### src/rtl/pea_launch_sched.sv
// Round-robin launch scheduler for the PEA execution FSM: grants one requester,
// issues a start pulse per iteration and reports done or watchdog/abort error.
module pea_launch_sched #(
    parameter int N_REQ  = 4,
    parameter int ITER_W = 16,
    parameter int TO_W   = 20,
    parameter int ID_W   = $clog2(N_REQ)
) (
    input  logic                    clk_i,
    input  logic                    rst_n_i,
    input  logic [N_REQ-1:0]        req_valid_i,
    input  logic [N_REQ*ITER_W-1:0] req_iter_i,
    output logic [N_REQ-1:0]        req_ready_o,
    input  logic [TO_W-1:0]         timeout_i,
    input  logic                    abort_i,
    output logic                    pea_start_o,
    input  logic                    pea_done_i,
    output logic [N_REQ-1:0]        done_o,
    output logic [N_REQ-1:0]        err_o,
    output logic                    busy_o,
    output logic [ID_W-1:0]         grant_id_o
);

    typedef enum logic [2:0] {
        S_IDLE,
        S_START,
        S_WAIT,
        S_COMPLETE,
        S_ERROR
    } state_t;

    state_t            state_reg, state_next;
    logic [ID_W-1:0]   rr_ptr_reg, rr_ptr_next;
    logic [ID_W-1:0]   grant_id_reg, grant_id_next;
    logic [ITER_W-1:0] iter_left_reg, iter_left_next;
    logic [TO_W-1:0]   wdog_reg, wdog_next;
    logic              abort_pend_reg, abort_pend_next;

    logic [ID_W-1:0]   win_id;
    logic              any_valid;
    logic [ITER_W-1:0] iter_arr [N_REQ];

    generate
        for (genvar gi = 0; gi < N_REQ; gi++) begin : g_iter_slice
            assign iter_arr[gi] = req_iter_i[gi*ITER_W +: ITER_W];
        end
    endgenerate

    // Scan from the highest rotated offset down so the entry nearest the pointer wins.
    always_comb begin
        int idx;
        idx       = 0;
        win_id    = '0;
        any_valid = 1'b0;
        for (int i = N_REQ - 1; i >= 0; i--) begin
            idx = int'(rr_ptr_reg) + i;
            if (idx >= N_REQ) begin
                idx = idx - N_REQ;
            end
            if (req_valid_i[idx]) begin
                win_id    = ID_W'(idx);
                any_valid = 1'b1;
            end
        end
    end

    always_comb begin
        state_next      = state_reg;
        rr_ptr_next     = rr_ptr_reg;
        grant_id_next   = grant_id_reg;
        iter_left_next  = iter_left_reg;
        wdog_next       = wdog_reg;
        abort_pend_next = abort_pend_reg;
        req_ready_o     = '0;
        pea_start_o     = 1'b0;
        done_o          = '0;
        err_o           = '0;

        case (state_reg)
            S_IDLE: begin
                abort_pend_next = 1'b0;
                if (any_valid) begin
                    req_ready_o    = N_REQ'(1) << win_id;
                    grant_id_next  = win_id;
                    iter_left_next = (iter_arr[win_id] == '0) ? ITER_W'(1) : iter_arr[win_id];
                    rr_ptr_next    = (int'(win_id) == N_REQ - 1) ? '0 : win_id + ID_W'(1);
                    state_next     = S_START;
                end
            end
            S_START: begin
                pea_start_o     = 1'b1;
                wdog_next       = timeout_i;
                // An abort seen while starting is held and acted on in the first WAIT cycle.
                abort_pend_next = abort_i;
                state_next      = S_WAIT;
            end
            S_WAIT: begin
                abort_pend_next = 1'b0;
                if (abort_i || abort_pend_reg) begin
                    state_next = S_ERROR;
                end else if (pea_done_i) begin
                    if (iter_left_reg <= ITER_W'(1)) begin
                        state_next = S_COMPLETE;
                    end else begin
                        iter_left_next = iter_left_reg - ITER_W'(1);
                        state_next     = S_START;
                    end
                end else if (wdog_reg == TO_W'(1)) begin
                    state_next = S_ERROR;
                end else if (wdog_reg != '0) begin
                    wdog_next = wdog_reg - TO_W'(1);
                end
            end
            S_COMPLETE: begin
                done_o     = N_REQ'(1) << grant_id_reg;
                state_next = S_IDLE;
            end
            S_ERROR: begin
                err_o      = N_REQ'(1) << grant_id_reg;
                state_next = S_IDLE;
            end
            default: begin
                state_next = S_IDLE;
            end
        endcase
    end

    always_ff @(posedge clk_i or negedge rst_n_i) begin
        if (!rst_n_i) begin
            state_reg      <= S_IDLE;
            rr_ptr_reg     <= '0;
            grant_id_reg   <= '0;
            iter_left_reg  <= '0;
            wdog_reg       <= '0;
            abort_pend_reg <= 1'b0;
        end else begin
            state_reg      <= state_next;
            rr_ptr_reg     <= rr_ptr_next;
            grant_id_reg   <= grant_id_next;
            iter_left_reg  <= iter_left_next;
            wdog_reg       <= wdog_next;
            abort_pend_reg <= abort_pend_next;
        end
    end

    assign busy_o     = (state_reg != S_IDLE);
    assign grant_id_o = busy_o ? grant_id_reg : '0;

endmodule

### config.mk
export PLATFORM = sky130hd
export DESIGN_NAME = pea_launch_sched
export DESIGN_NICKNAME = d
export VERILOG_FILES = /design/src/rtl/pea_launch_sched.sv
export SDC_FILE = /design/constraint.sdc
export NUM_CORES = 1
export LEC_CHECK = 0
export ABC_CLOCK_PERIOD_IN_PS = 2600
export CAP_MARGIN = 25
export CORE_UTILIZATION = 48
export DETAILED_ROUTE_END_ITERATION = 6
export HOLD_SLACK_MARGIN = 0.08
export PLACE_DENSITY = 0.91
export SLEW_MARGIN = 20
export SYNTH_ARGS = -nofsm -noshare
export SYNTH_HDL_FRONTEND = slang
export SYNTH_SLANG_ARGS = --single-unit
### constraint.sdc
create_clock -name clk_i -period 2.6 [get_ports clk_i]
set_input_delay 0.26 -clock clk_i [delete_from_list [all_inputs] [get_ports clk_i]]
set_output_delay 0.26 -clock clk_i [all_outputs]
set_load 0.02 [all_outputs]
==> results of run 1 <==
==> power groups by stage <==
| stage | Clock (mW) | Combinational (mW) | Sequential, mW |
|---|---|---|---|
| 6_report | 0.628 | 2.96 | 1.43 |
| 3_5_place_dp | 0 | 2.87 | 1.41 |
| 5_1_grt | 0.667 | 3.25 | 1.47 |
| 2_1_floorplan | 0 | 1.96 | 1.30 |
| 3_3_place_gp | 0 | 2.77 | 1.37 |
| 4_1_cts | 0.626 | 2.90 | 1.40 |
==> cell usage after synthesis (all sizes together) (6+ instances only) <==
master	number	area, um^2
and2	7	43.8
o21ai	52	260
ha	8	100
nand2	26	97.6
clkbuf	17	63.8
buf	8	41.3
nand3	19	95.1
or3	6	42.5
mux2i	25	250
and3	11	68.8
nor4	9	62.6
a211oi	11	82.6
dfrtp	44	1100
inv	13	48.8
nor2	45	193
nor3	25	148
nand2b	10	62.6
a21oi	41	205
==> cell usage in the layout (no fill, tap or decap), types with 4 or more instances in the layout <==
| cell | count |
|---|---|
| and3_1 | 11 |
| or3_1 | 5 |
| o32ai_1 | 5 |
| clkbuf_8 | 5 |
| a21oi_1 | 40 |
| nand3_1 | 19 |
| nand2b_1 | 10 |
| a22oi_1 | 4 |
| dfrtp_1 | 43 |
| nor4_1 | 7 |
| inv_1 | 11 |
| mux2i_1 | 25 |
| clkdlybuf4s50_1 | 102 |
| o21ai_0 | 51 |
| buf_4 | 31 |
| o22ai_1 | 5 |
| nand2_1 | 25 |
| and2_1 | 7 |
| ha_1 | 8 |
| nor3_1 | 22 |
| a211oi_1 | 11 |
| nor2_1 | 43 |
==> layout make-up <==
type | instances | area share, %
well taps | 96 | 2.42
repair buffers | 139 | 26.7
clock inverters | 2 | 1.21
inverters | 13 | 0.983
flip-flops and latches | 44 | 22.2
multi-input cells | 357 | 45.1
clock buffers | 5 | 1.39
==> per-stage QoR <==
stage	std cells	hold WS [ns]	total power, mW	setup WS [ns]	utilization, %
2_1_floorplan	439	-0.0356	3.26	0.355	-
3_3_place_gp	647	0.468	4.14	0.00401	69.5
3_5_place_dp	647	0.485	4.28	-0.0430	69.5
4_1_cts	654	0.153	4.92	0.0208	71.3
5_1_grt	656	0.515	5.39	0.0112	71.9
6_report	656	0.477	5.01	0.0957	71.9
==> logic make-up after synthesis <==
group | after synthesis
and+or+nand+nor | 171
AOI/OAI and AO/OA | 153
DFF | 44
buffers and inverters | 38
muxes | 25
adders and majority gates | 8
==> routing by layer <==
metal	vias up	track usage, %	wire [um]
met5	-	0	0
met4	0	10.9	315
met3	37	6.16	706
met2	178	53.1	5710
met1	1904	36.9	4400
li1	1887	-	-
==> timing repair <==
item,in CTS,in global routing
endpoints found under the hold margin,0,44
pin swaps,1,1
hold buffers,0,1
buffers inserted,0,1
setup endpoints to repair,5,2
gates resized for setup,4,6
==> worst max-delay path, delay by kind of cell (launching register included) <==
family / cells / cell delay, ns
and+or+nand+nor: 5 / 1.59
DFF: 1 / 0.47
AOI/OAI and AO/OA: 2 / 0.34
==> path summary, 6_finish.rpt <==
check,to,slack (ns),from
hold reg to reg,wdog_reg[18]$_DFFE_PN0P_,0.53,wdog_reg[18]$_DFFE_PN0P_
min in group clk_i,wdog_reg[18]$_DFFE_PN0P_,0.53,wdog_reg[18]$_DFFE_PN0P_
setup reg to reg,wdog_reg[17]$_DFFE_PN0P_,0.1,wdog_reg[2]$_DFFE_PN0P_
max in group asynchronous,rr_ptr_reg[1]$_DFFE_PN0P_,1.70,rst_n_i
hold / removal,wdog_reg[14]$_DFFE_PN0P_,0.48,rst_n_i
setup / recovery,wdog_reg[17]$_DFFE_PN0P_,0.1,wdog_reg[2]$_DFFE_PN0P_
==> results.ini, run 1 <==
[status]
outcome=completed

[synth]
synth_flop_cell=dfrtp_1
syn_nets=539
seq_area_frac_synth_pct=31.7
ys_ff_latch=44
synth.area.mux_share_pct=7.20
synth-adder-area-share_pct=2.88
syn-mean-instance-area_um2=7.92
synth_edf_count=0
synth_cells=439
synth_compound_area_share_pct=27.4
synth_top_family_by_area=compound AO/OA/AOI/OAI gates
yosys_warnings=0
ys_async_sr_fraction_pct=100
yosysUniqueCellTypes=59
synth_xor_area_share_pct=0
synth-simple-area-share_pct=26.5
synth_area_mm2=0.00348

[cells_and_area]
diodes=0
drive_gt1_share_pct=10.7
register_area_mm2=0.00110
fin_nets=660
stdcell_area_mm2=0.00496
multi_input_area_mm2=0.00224
largest_register_ffs=20
fill_cells=536
area_growth_pct=42.8

[timing]
period_needed_ns=2.50
rsz0062_at_grt=false
fin_worst_skew_ns=0.0156
setup_viol=0
slew_viol_final=0
max_slew_margin_pct=54.2
finalSetupTns_ns=0
max_freq_mhz=399
finalHoldViolations=0
worstMarginPinSlew_ns=0.687
fin_crit_sh_pct=96.3

[floorplanning]
die_area_mm2=0.00759
dieHeight_um=87.1
rows=30
fp.dieW_um=87.1
core-area_mm2=0.00691
io_pins=108
start_util_pct=50.3

[critical_path]
cp_max_fo=6
crit_path_top_delay_cell=or4_4
crit_type=flip-flop to flip-flop
path_cells=or4_4, or3_1, nor3_4, nand2_1, nor3_1, a31oi_1, o22a_1
required_ns=2.81
cp-start-kind=flip-flop
critPathMaxStageDelay_ns=0.56
cp.arrival_ns=2.71
ff2ff_path_depth=7
cp-end-kind=flip-flop

[job]
maxCapViolCount=0

[routing]
dr.pass1.iters=5
vias=4006
wirelength_mm=11.1
avgRoutedWirePerCell_um=17.0
antenna_left=0
vias_per_cell=6.11
drt-initial-drc-count=418
drc_errors=0

[power]
pwr-share-seq_pct=28.5
power_density_mw_per_mm2=1010
swShare_pct=45.9
p_int_mw=2.71
p_comb_share_pct=59.0
ir_worst_vdd_uv=609
power.leakage_nw=2.01
p_sw_mw=2.30
clkPwrFrac_pct=12.5

[clock_tree]
htreeDepth=2
cts_tree=built
cts_num_sinks=44
path_clk_slew_ns=0.09
clk_path_buf_depth=2
insertion_delay_ns=0.31
cts-buffers-inserted=5
clock-root-buffer=clkbuf_8

[global_routing]
antenna_found_initial=0
grt_pass1_wl_mm=18.1
grt_pass1_vias=3883
grt_overflow_total=0
gr-usage-all-layers_pct=30.3
grt_max_degree=45

[place]
hpwlAfterDp_mm=8.22
place_area_mm2=0.00480
io_buffers=107
routabilityCongestion=0.869

[min_path]
hp-class=input pin to asynchronous set/reset pin

Power figures use the tool's default switching activity.
==> inputs of run 2 (changes only) <==
Settings changed: CTS_BUF_LIST set to sky130_fd_sc_hd__clkbuf_4 sky130_fd_sc_hd__clkbuf_8 sky130_fd_sc_hd__clkbuf_16, GPL_TIMING_DRIVEN set to 0.
==> run 2 against run 1 <==
  * Register-to-register slack worse by 0.02 ns
  * Critical path depth grew 3
  * Die area did not move
  * First-iteration DRC count up 66%
  * Critical path type is now input pin to flip-flop
  * Clock-buffer cell count up 1
  * Final cell count up 0.91%
  * Routed wire length increased by 9.7%
  * Global-route usage up 1.8 points
  * Sequential share of layout area about the same
  * Sequential power about the same
  * Cell area decreased by 0.13%
==> results.ini, run 2 (same netlist as run 1, synthesis figures left out) <==
[cells_and_area]
fill_cells=514  ; -4.1%
layout_commonest_cell=clkdlybuf4s50_1
diodes=0  ; unchanged
fin_nets=665  ; +0.76%
area_growth_pct=42.6
drive_gt1_share_pct=9.89  ; -0.82 points
largest_register_ffs=20  ; unchanged
final_cell_mix=clkdlybuf4s50_1, o21ai_0, dfrtp_1, nor2_1, a21oi_1
final_util_pct=71.8  ; -0.091 points

[routing]
drt-initial-drc-count=692  ; +66%
avgRoutedWirePerCell_um=18.4  ; +8.7%
drc_errors=0  ; unchanged
wirelength_mm=12.2  ; +9.7%
dr.pass1.iters=6  ; +1
vias_per_cell=6.28  ; +2.9%
antenna_left=0  ; unchanged
vias=4158  ; +3.8%

[clock_tree]
cts_num_sinks=44  ; unchanged
clock-root-buffer=clkbuf_8
htreeDepth=2  ; unchanged
insertion_delay_ns=0.30  ; about the same
clk_path_buf_depth=2  ; unchanged
cts-buffers-inserted=5  ; unchanged
path_clk_slew_ns=0.09  ; about the same
cts_tree=built

[timing]
max_freq_mhz=396  ; -0.95%
fin_worst_skew_ns=0.00820  ; -0.00743 ns
worstMarginPinSlew_ns=0.622  ; -0.0654 ns
slew_viol_final=0  ; unchanged
period_needed_ns=2.53  ; +0.0240 ns
setup_viol=0  ; unchanged
finalHoldViolations=0  ; unchanged
fin_crit_sh_pct=97.2  ; +0.92 points
fin_ws_ns=0.0717  ; -0.0240 ns
max_slew_margin_pct=58.5  ; +4.4 points

[global_routing]
met3_usage_pct=5.88  ; -0.28 points
top_usage_layer=met2
gr-usage-all-layers_pct=32.2  ; +1.8 points
grt_use_met2_pct=56.0  ; +2.9 points
grt_pass1_wl_mm=19.0  ; +4.9%
use_met1_pct=39.1  ; +2.2 points
grt_overflow_total=0  ; unchanged
grt_pass1_vias=4029  ; +3.8%
grt_max_degree=33  ; -27%
antenna_found_initial=0  ; unchanged

[critical_path]
cp-end-kind=flip-flop
ff2ff_path_depth=8  ; +1
required_ns=2.84  ; +0.03 ns
r2r-start=iter_left_reg[6]$_DFFE_PN0P_
path_cells=clkdlybuf4s50_1, nand2b_1, o211a_4, nor2_8, inv_2, clkbuf_4, a211oi_1, o22ai_1, nor4_1, a31o_1
cp-start-kind=input pin
cp_max_fo=11  ; +5
crit_buf_inv=3  ; +3
crit_type=input pin to flip-flop
cp.arrival_ns=2.77  ; +0.06 ns
crit_path_top_delay_cell=clkdlybuf4s50_1
cp-startpoint=req_valid_i[1]
cp_top_family=compound AO/OA/AOI/OAI gates
critical_path_depth=10  ; +3
critPathMaxStageDelay_ns=0.49  ; -0.07 ns

[power]
p_sw_mw=2.47  ; +7.2%
power.leakage_nw=1.97  ; -1.8%
power_density_mw_per_mm2=1000  ; -0.89%
swShare_pct=49.8  ; +3.8 points
ir_worst_vdd_uv=614  ; +0.85%
p_comb_share_pct=62.0  ; +3.0 points
clkPwrFrac_pct=9.2  ; -3.3 points
pwr-share-seq_pct=28.8  ; +0.3 points
p_int_mw=2.49  ; -8.0%

[status]
outcome=completed

[floorplanning]
start_util_pct=50.3  ; unchanged
rows=30  ; unchanged
die_area_mm2=0.00759  ; unchanged
io_pins=108  ; unchanged
dieHeight_um=87.1  ; unchanged
fp.dieW_um=87.1  ; unchanged
core-area_mm2=0.00691  ; unchanged

[min_path]
hp-class=input pin to asynchronous set/reset pin

[place]
io_buffers=107  ; unchanged
routabilityCongestion=0.914  ; +5.2%
place_ws_ns=-0.487  ; -0.444 ns
hpwlAfterDp_mm=8.78  ; +6.8%

[job]
maxCapViolCount=0  ; unchanged

[run 2: cell count changes in the layout (fill, tap and decap cells not counted), moves of 2 or more]
cell and delta:
clkdlybuf4s15_1 -2, a211oi_2 +2, clkbuf_1 +15, nor3_1 -2, nor3_2 +2, bufinv_16 -2, clkinv_2 +2, buf_4 -18
buf_2 +4, a211oi_1 -2, dlygate4sd2_1 +3
[run 2: layout make-up]
type	count	area [um^2]	area share (%)
multi-input cells	357	2310	46.5
repair buffers	120	1170	23.7
flip-flops and latches	44	1100	22.2
well taps	96	120	2.42
plain buffers	24	114	2.30
clock buffers	6	82.6	1.67
inverters	13	48.8	0.984
clock inverters	2	10.0	0.202
[run 2: per-stage QoR]
| stage | total power, mW | area [um^2] | hold slack [ns] | instances | TNS (ns) |
|---|---|---|---|---|---|
| after global routing | 5.28 | 4960 | 0.399 | 662 | -0.00726 |
| after CTS | 4.76 | 4870 | 0.400 | 657 | 0 |
| final | 4.96 | 4960 | 0.380 | 662 | 0 |
| after floorplan | 3.26 | 3480 | -0.0356 | 439 | 0 |
| after global placement | 4.05 | 4670 | 0.490 | 642 | -2.91 |
| after detailed placement | 4.19 | 4680 | 0.174 | 643 | -4.12 |
[run 2: worst paths after layout]
kind	endpoint	slack (ns)
setup / recovery	iter_left_reg[0]$_DFFE_PN0P_	0.07
hold / removal	wdog_reg[14]$_DFFE_PN0P_	0.38
setup reg to reg	iter_left_reg[6]$_DFFE_PN0P_	0.08
hold reg to reg	wdog_reg[10]$_DFFE_PN0P_	0.52
max in group asynchronous	iter_left_reg[15]$_DFFE_PN0P_	1.74
min in group clk_i	wdog_reg[10]$_DFFE_PN0P_	0.52
[run 2: repair_timing]
item                                   in CTS  in global routing
hold buffers                                1                  0
pin swaps                                   3                  2
setup endpoints to repair                  23                 16
endpoints found under the hold margin      12                  0
buffers inserted                            6                  5
resized for setup                          14                 12
[run 2: worst register-to-register path: stages (launching register included)]
cell and delay [ns]:
dfrtp_1 0.44, or3_4 0.43, or4_4 0.43, or2_4 0.28
nor2_4 0.17, a21oi_2 0.11, clkbuf_1 0.28, a21oi_1 0.20
a21oi_1 0.06
[run 2: layer usage]
metal  vias up  share of wire (%)
li1       1888                  -
met1      1944                 38
met2       278                 51
met3        48                8.7
met4         0                3.0
met5         -                  0
[run 2: power by group through the flow]
| stage | logic [mW] | clock network (mW) | registers [mW] |
|---|---|---|---|
| after CTS | 2.91 | 0.452 | 1.39 |
| after global placement | 2.69 | 0 | 1.36 |
| after floorplan | 1.96 | 0 | 1.30 |
| after global routing | 3.32 | 0.487 | 1.47 |
| after detailed placement | 2.80 | 0 | 1.40 |
| final | 3.07 | 0.457 | 1.43 |
==> inputs of run 3 (changes only) <==
Settings changed: CORE_MARGIN set to 5, PLACE_DENSITY 0.91 to 0.82.
==> run 3 against run 2 <==
  * Cell area increased by 0.48%
  * Clock-buffer cell count unchanged
  * Combinational power about the same
  * Global-route usage decreased by 5.0 points
  * Non-clock buffer count unchanged
  * Flip-flop and latch count unchanged
  * Clock skew increased by 0.0076 ns
  * Sequential power about the same
  * Final cell count increased by 0.45%
  * Setup slack improved by 0.0055 ns
  * Critical endpoint is now iter_left_reg[4]$_DFFE_PN0P_
==> results.ini, run 3 (same netlist as run 1, synthesis figures left out) <==
[cells_and_area]
layout_commonest_cell=clkdlybuf4s50_1
final_util_pct=69.8  ; -2.0 points
final_cell_mix=clkdlybuf4s50_1, o21ai_0, dfrtp_1, nor2_1, a21oi_1
drive_gt1_share_pct=10.2  ; +0.35 points
fill_cells=599  ; +17%
stdcell_area_mm2=0.00498  ; +0.48%
diodes=0  ; unchanged
register_area_mm2=0.00110  ; unchanged
largest_register_ffs=20  ; unchanged
fin_nets=665  ; unchanged
area_growth_pct=43.3
multi_input_area_mm2=0.00231  ; unchanged

[routing]
antenna_left=0  ; unchanged
drt-initial-drc-count=439  ; -37%
vias_per_cell=6.12  ; -2.5%
wirelength_mm=12.0  ; -1.4%
drc_errors=0  ; unchanged
dr.pass1.iters=5  ; -1
avgRoutedWirePerCell_um=18.1  ; -1.9%
vias=4073  ; -2.0%

[critical_path]
required_ns=2.77  ; -0.07 ns
critPathMaxStageDelay_ns=0.44  ; -0.05 ns
cp_max_fo=10  ; -1
path_cells=or3_4, or4_4, or2_4, nor2_4, a21oi_2, buf_1, a21oi_1, a21oi_1
cp-start-kind=flip-flop
cpMostUsedCell=a21oi_1
cp.arrival_ns=2.69  ; -0.08 ns
crit_path_top_delay_cell=dfrtp_1
crit_type=flip-flop to flip-flop
cp-end-kind=flip-flop

[global_routing]
gr-usage-all-layers_pct=27.1  ; -5.0 points
grt_overflow_total=0  ; unchanged
met3_usage_pct=3.79  ; -2.1 points
grt_pass1_wl_mm=19.1  ; +0.87%
use_met1_pct=36.0  ; -3.1 points
top_usage_layer=met2
grt_pass1_vias=3896  ; -3.3%
grt_max_degree=28  ; -15%
grt_use_met2_pct=45.2  ; -11 points
antenna_found_initial=0  ; unchanged

[floorplanning]
core-area_mm2=0.00714  ; +3.3%
fp.dieW_um=95.1  ; +9.2%
dieHeight_um=95.1  ; +9.2%
die_area_mm2=0.00904  ; +19%
start_util_pct=48.7  ; -1.6 points
rows=31  ; +3.3%
io_pins=108  ; unchanged

[power]
ir_worst_vdd_uv=498  ; -19%
power_density_mw_per_mm2=1000  ; +0.44%
power.leakage_nw=1.98  ; +0.66%
fin_total_pwr_mw=5.01  ; +0.92%

[timing]
slew_viol_final=0  ; unchanged
fin_worst_skew_ns=0.0158  ; +0.00759 ns
finalHoldViolations=0  ; unchanged
fin_ws_ns=0.0772  ; +0.00551 ns
max_slew_margin_pct=53.6  ; -4.9 points
period_needed_ns=2.52  ; -0.00551 ns
hold_ws_ns=0.414  ; +0.0335 ns
fin_crit_sh_pct=97.0  ; -0.21 points
max_freq_mhz=396  ; +0.22%
setup_viol=0  ; unchanged
worstMarginPinSlew_ns=0.696  ; +0.0737 ns

[clock_tree]
htreeDepth=2  ; unchanged
path_clk_slew_ns=0.10  ; about the same
clk_path_buf_depth=2  ; unchanged
clock-root-buffer=clkbuf_8
cts_num_sinks=44  ; unchanged
insertion_delay_ns=0.31  ; about the same
cts-buffers-inserted=5  ; unchanged
cts_tree=built

[status]
outcome=completed

[place]
place_area_mm2=0.00469  ; about the same
io_buffers=107  ; unchanged
place_ws_ns=-0.480  ; +0.00755 ns
routabilityCongestion=0.900  ; -1.5%
hpwlAfterDp_mm=8.83  ; +0.50%

[min_path]
hp-class=input pin to asynchronous set/reset pin

[job]
maxCapViolCount=0  ; unchanged

[run 3: changes by cell type in the layout (fill, tap and decap cells not counted), sizes merged]
cell / previous run / this run
clkdlybuf4s50: 102 / 101
clkinv: 2 / 1
dlymetal6s2s: 0 / 1
bufinv: 0 / 1
dlygate4sd2: 4 / 2
buf: 20 / 21
clkdlybuf4s15: 0 / 1
[run 3: worst paths after layout]
kind                                              startpoint                      endpoint  slack, ns  depth (start not counted)
worst max-delay path            iter_left_reg[6]$_DFFE_PN0P_  iter_left_reg[4]$_DFFE_PN0P_       0.08                          8
worst min-delay path                                 rst_n_i      wdog_reg[13]$_DFFE_PN0P_       0.41                          2
worst max register to register  iter_left_reg[6]$_DFFE_PN0P_  iter_left_reg[4]$_DFFE_PN0P_       0.08                          8
worst min register to register      wdog_reg[10]$_DFFE_PN0P_      wdog_reg[10]$_DFFE_PN0P_       0.52                          2
max in group asynchronous                            rst_n_i  iter_left_reg[8]$_DFFE_PN0P_       1.67                          3
min in group clk_i                  wdog_reg[10]$_DFFE_PN0P_      wdog_reg[10]$_DFFE_PN0P_       0.52                          2
[run 3: area by class of cell]
cell class | count | area share [%]
Clock inverter | 2 | 0.703
Sequential cell | 44 | 22.1
Inverter | 13 | 0.980
Multi-Input combinational cell | 357 | 46.3
Tap cell | 99 | 2.49
Clock buffer | 6 | 1.53
Timing Repair Buffer | 120 | 23.6
Buffer | 24 | 2.31
[run 3: critical path: cells and delay by family, from the launching register on]
| family | cells | cell delay [ns] |
|---|---|---|
| and+or+nand+nor | 4 | 1.31 |
| DFF | 1 | 0.44 |
| AOI/OAI and AO/OA | 3 | 0.36 |
| buffers and inverters | 1 | 0.29 |
[run 3: through the flow]
| step | TNS (ns) | cells |
|---|---|---|
| floorplan | 0 | 439 |
| global placement | -3.43 | 645 |
| detailed placement | -3.84 | 646 |
| CTS | 0 | 662 |
| global route | -0.192 | 665 |
| finish | 0 | 665 |
[run 3: per-layer routing]
layer  share of wire (%)  wire length (um)
met2                  49              5940
met3                 8.0               968
met5                   0                 0
met1                  40              4820
met4                 2.5               304
[run 3: where the power goes]
part	internal, mW	leakage (nW)	switching [mW]
combinational	1.25	1.40	1.79
sequential	1.03	0.525	0.389
clock	0.296	0.0586	0.251
[run 3: what timing repair did]
| item | 4_1_cts | 5_1_grt |
|---|---|---|
| endpoints found under the setup margin | 22 | 28 |
| gates resized for setup | 11 | 22 |
| endpoints found under the hold margin | 17 | 0 |
| buffers inserted | 8 | 3 |
| hold buffers | 1 | 0 |
| pin swaps | 2 | 2 |
